<file path="config.mk">
export PLATFORM = sky130hd
export DESIGN_NAME = priority_encoder_parameterized
export DESIGN_NICKNAME = d
export VERILOG_FILES = /design/src/rtl/priority_encoder_parameterized.sv
export SDC_FILE = /design/constraint.sdc
export NUM_CORES = 1
export LEC_CHECK = 0
export ABC_CLOCK_PERIOD_IN_PS = 1700
export BUFFER_PORTS_ARGS = -buffer_cell sky130_fd_sc_hd__buf_2
export CAP_MARGIN = 20
export CORE_AREA = 2 2 39 41
export DETAILED_ROUTE_END_ITERATION = 10
export DIE_AREA = 0 0 41 43
export SYNTH_ARGS = -nofsm -noshare
export SYNTH_HDL_FRONTEND = slang
export SYNTH_SLANG_ARGS = --single-unit
export TNS_END_PERCENT = 50
</file>
<file path="constraint.sdc">
create_clock -name vclk -period 1.7
set_input_delay 0.085 -clock vclk [all_inputs]
set_output_delay 0.085 -clock vclk [all_outputs]
set_load 0.03 [all_outputs]
</file>
<file path="src/rtl/priority_encoder_parameterized.sv">
// Parameterized priority encoder: picks the lowest (or highest) set request bit.
// Define PRIORITY_ENCODER_REG_OUT_EN to register the outputs (1-cycle latency).
module priority_encoder_parameterized #(
    parameter  int WIDTH        = 8,
    parameter  int MSB_PRIORITY = 0,
    localparam int RW           = $clog2(WIDTH)
) (
    input  logic             clk,
    input  logic             rst,
    input  logic [WIDTH-1:0] in,
    output logic [RW-1:0]    result,
    output logic             valid,
    output logic [WIDTH-1:0] onehot
);

    if ((WIDTH < 2) || (WIDTH > 256)) begin : g_bad_width
        $fatal(1, "priority_encoder_parameterized: WIDTH must be in 2..256");
    end

    // Scan order decides the winner: the last set bit visited overwrites earlier ones.
    function automatic logic [RW-1:0] f_select(input logic [WIDTH-1:0] req);
        logic [RW-1:0] idx;
        idx = '0;
        for (int i = 0; i < WIDTH; i++) begin
            if (MSB_PRIORITY != 0) begin
                idx = req[i] ? RW'(i) : idx;
            end else begin
                idx = req[WIDTH-1-i] ? RW'(WIDTH-1-i) : idx;
            end
        end
        return idx;
    endfunction

    logic [RW-1:0]    w_result;
    logic             w_valid;
    logic [WIDTH-1:0] w_onehot;

    // Combinational priority select shared by both output modes.
    always_comb begin
        w_result = '0;
        w_valid  = 1'b0;
        w_onehot = '0;
        w_valid  = |in;
        if (w_valid) begin
            w_result = f_select(in);
            w_onehot = {{(WIDTH-1){1'b0}}, 1'b1} << w_result;
        end else begin
            w_result = '0;
            w_onehot = '0;
        end
    end

`ifdef PRIORITY_ENCODER_REG_OUT_EN
    logic [RW-1:0]    r_result;
    logic             r_valid;
    logic [WIDTH-1:0] r_onehot;

    // Output register; reset wins over any input sampled on the same edge.
    always_ff @(posedge clk) begin
        if (rst) begin
            r_result <= '0;
            r_valid  <= 1'b0;
            r_onehot <= '0;
        end else begin
            r_result <= w_result;
            r_valid  <= w_valid;
            r_onehot <= w_onehot;
        end
    end

    assign result = r_result;
    assign valid  = r_valid;
    assign onehot = r_onehot;
`else
    // clk and rst stay on the port list so both builds share one footprint.
    logic w_unused;
    assign w_unused = clk ^ rst;

    assign result = w_result;
    assign valid  = w_valid;
    assign onehot = w_onehot;
`endif

endmodule

</file>
Word-level counts from Yosys, hierarchy flattened
Cells that the tools add are included.
{ "totals": {"regBits": 0, "inputBits": 10, "out_inout_bits": 12, "word_cells": 13} }
{ "classes": {"shift": 1, "muxes": 11, "reduce_logical": 1} }
{ "ops": {"columns": ["cell", "n"], "rows": [
  ["$mux W3", 10],
  ["$mux W8", 1],
  ["$reduce_or A8 Y1", 1],
  ["$shl A1 B3 Y8 const A", 1]
]} }

Longest topological paths before layout
{ "logic_depth": {"depth_word": 11, "depth_mapped": 3, "mapped_depth_nobuf": 3} }

Least setup slack after synthesis
No wires, ideal clock.
{ "synth_path": {"kind": "input to output", "start": "input in[5]", "end": "output result[1]", "arrival_time_ns": 1.166, "t_required_ns": 1.615, "setup_slack_ns": 0.449, "path_stages": 3, "n_path_buf": 0, "path_cell_list": "nor2_1 > o21ai_0 > a21boi_0"} }
{ "synth_via": {"elab_chain_cells": 8, "elab_cells_between_ends": 9, "cone_classes": "mux (8); reduce/logical (1)"} }
{ "synth_lines": {"columns": ["element", "line_no", "source"], "rows": [
  ["start: declaration", "10", "input logic [WIDTH-1:0] in,"],
  ["$mux W3 (6 in series)", "28", "idx = req[WIDTH-1-i] ? RW'(WIDTH-1-i) : idx;"],
  ["$mux W3", "44", "if (w_valid) begin"],
  ["$mux W3 (*)", "44", null],
  ["end: declaration", "11", "output logic [RW-1:0] result,"]
]} }
Every way passes the cells marked *; elsewhere a longest branch is shown, timed or not. The select of a mux whose other input is x is not followed.

Worst setup path after layout
{ "layout_path": {"start": "input in[6]", "end": "output result[0]"} }
{ "layout_via": {"elab_chain_cells": 9, "elab_cells_between_ends": 10, "cone_classes": "mux (9); reduce/logical (1)"} }
{ "layout_lines": {"columns": ["element", "line_no"], "rows": [
  ["$mux W3 (7 in series)", "28"],
  ["$mux W3", "44"],
  ["$mux W3 (*)", "44"]
]} }
Marked as above.

==> impl_metrics.csv <==
group,metric,value,unit
outcome,status,"finished clean",
placement,gp_congestion,0.4938,
synthesis,syn-cell-area,145.1,µm²
drt,first_pass_iters,1,
critical_path,path_max_fanout,4,
clocking,cts_resized,0,
synthesis,avgSynthCellArea,5.806,µm²
global_route,track_usage,5.195,%
synthesis,synth_top_cell_by_area,"nor2_1",
die,die_h,43,µm
power,power_frac_comb,100.0,%
die,initial_core_util,10.49,%
timing,setup_viol,0,
drt,drc_errors,0,
power,switching_share,65.75,%
power,p_leak,0.1382,nW
synthesis,synthTopCellsByArea,"nor2_1 18%, and2_1 8.6%, nor4_2 8.6%",
power,pwr-share-clk,0,%
die,ios,22,
placement,dpl.hpwl,463,µm
timing,finalHoldViolCount,0,
drt,drt_iter0_drc,0,
final_layout,mostFrequentLayoutCells,"20 x buf_2, 7 x nor2_1, 2 x inv_1, 2 x and2_1",
timing,finalCriticalPeriod,1.134,ns
synthesis,synth_warnings,0,
power,power_density,236.7,mW/mm²
drt,num_vias,242,
die,die_w,41,µm
placement,portBuffers,20,
timing,fmax,882.0,MHz
power,vdd_drop_max,0.03137,mV
global_route,grt_max_degree,7,
synthesis,ys_seq_area_share,0,%
critical_path,arrival,1.05,ns
synthesis,synth_fp_nets,35,
final_layout,final_util,18.90,%
clocking,cts-hold-fix-buffers,0,
final_layout,layout_commonest_cell,"buf_2",
final_layout,nets,56,
critical_path,cp.required,1.62,ns
power,p_int,0.00002120,W
drt,post_drt_wl_per_cell,8.333,µm
timing,slew_headroom,78.88,%
drt,wirelength,500,µm
job,maxCapViolCount,0,
clocking,post_cts_buffers,0,
power,p_switching,0.00004070,W
critical_path,critPathLaunchType,"input pin",
timing,slew_viol_final,0,
drt,ant_nets,0,
timing,rsz0062_at_grt,"no",
synthesis,synth_top_area_share,18.10,%
timing,setup_slack,0.5662,ns
min_path,hold_path.class,"in -> out",
global_route,grt_pass1_vias,204,
synthesis,synthesis.instances,25,
critical_path,critical_path_class,"in -> out",
global_route,grt_pass1_wl,690,µm
final_layout,clkbuf_count,0,
die,fp.dieArea,0.001763,mm²
global_route,antenna_found_initial,0,
drt,avgViaCountPerCell,4.033,
final_layout,diodes,0,
timing,post-route-period-util,66.70,%
die,coreArea,0.001384,mm²
placement,dp_slack,0.5547,ns
final_layout,regArea,0,µm²
final_layout,layout-drive-gt1-share,54.55,%
global_route,gr-total-overflow,0,
timing,hold_slack,0.4904,ns
min_path,whs_path_depth,2,
power,p_seq_share,0,%
timing,setup_tns,0,ns
final_layout,layout-area-overhead-vs-synth,80.17,%
final_layout,seq_cell_count,0,
critical_path,cp-end-kind,"primary output",
die,std_cell_rows,14,
synthesis,ys_types,17,
timing,worst_slew_pin_slew,0.3142,ns
==> power by group through the flow <==
stage | logic, W | clock network, W | registers, W
after floorplan | 0.0000368 | 0 | 0
after global placement | 0.0000615 | 0 | 0
after detailed placement | 0.0000629 | 0 | 0
after CTS | 0.0000630 | 0 | 0
after global routing | 0.0000685 | 0 | 0
final | 0.0000619 | 0 | 0
==> cell type report <==
type / instances / area [µm²]
timing repair buffer: 20 / 100.1
multi-input combinational: 22 / 133.9
fill: 173 / 1122
tap: 16 / 20.02
inverter: 2 / 7.507
==> path summary, 6_finish.rpt <==
path | start | end | slack (ns)
worst max-delay path | in[6] | result[0] | 0.57
worst min-delay path | in[0] | onehot[0] | 0.49
==> worst max-delay path, stage by stage <==
cell and delay (ns):
buf_2 0.11, nand2b_1 0.13, a221o_2 0.38, a21oi_2 0.14, buf_2 0.20
==> cell families (layout without fill, tap and decap cells) <==
kind of cell           count (synthesis)  after routing  share of synthesized area, %
and+or+nand+nor                       17             17                         66.38
AOI/OAI and AO/OA                      5              5                         25.86
buffers and inverters                  3             22                         7.758
==> cell usage after synthesis (all sizes together) <==
library cell / count
and2: 2
nor2: 7
nor3: 1
inv: 2
nor2b: 1
nand2b: 1
nand3: 1
a21boi: 1
a21oi: 2
a221o: 1
o21ai: 1
nor4: 2
nand3b: 1
nand2: 1
clkbuf: 1
==> layer usage <==
| metal | share of wire (%) | track usage [%] | vias to the layer above |
|---|---|---|---|
| met2 | 56 | 12.50 | 12 |
| met5 | 0 | 0 | - |
| met1 | 33 | 3.797 | 106 |
| met4 | 0 | 0 | 0 |
| met3 | 12 | 0 | 0 |
| li1 | - | - | 124 |
==> metrics by stage <==
stage / instance area, µm² / power, W / std cells
2_1_floorplan: 145.1 / 0.00003677 / 25
3_5_place_dp: 261.5 / 0.00006289 / 60
6_report: 261.5 / 0.00006190 / 60
5_1_grt: 261.5 / 0.00006855 / 60
3_3_place_gp: 261.5 / 0.00006152 / 60
4_1_cts: 261.5 / 0.00006301 / 60
Power figures use the tool's default switching activity.
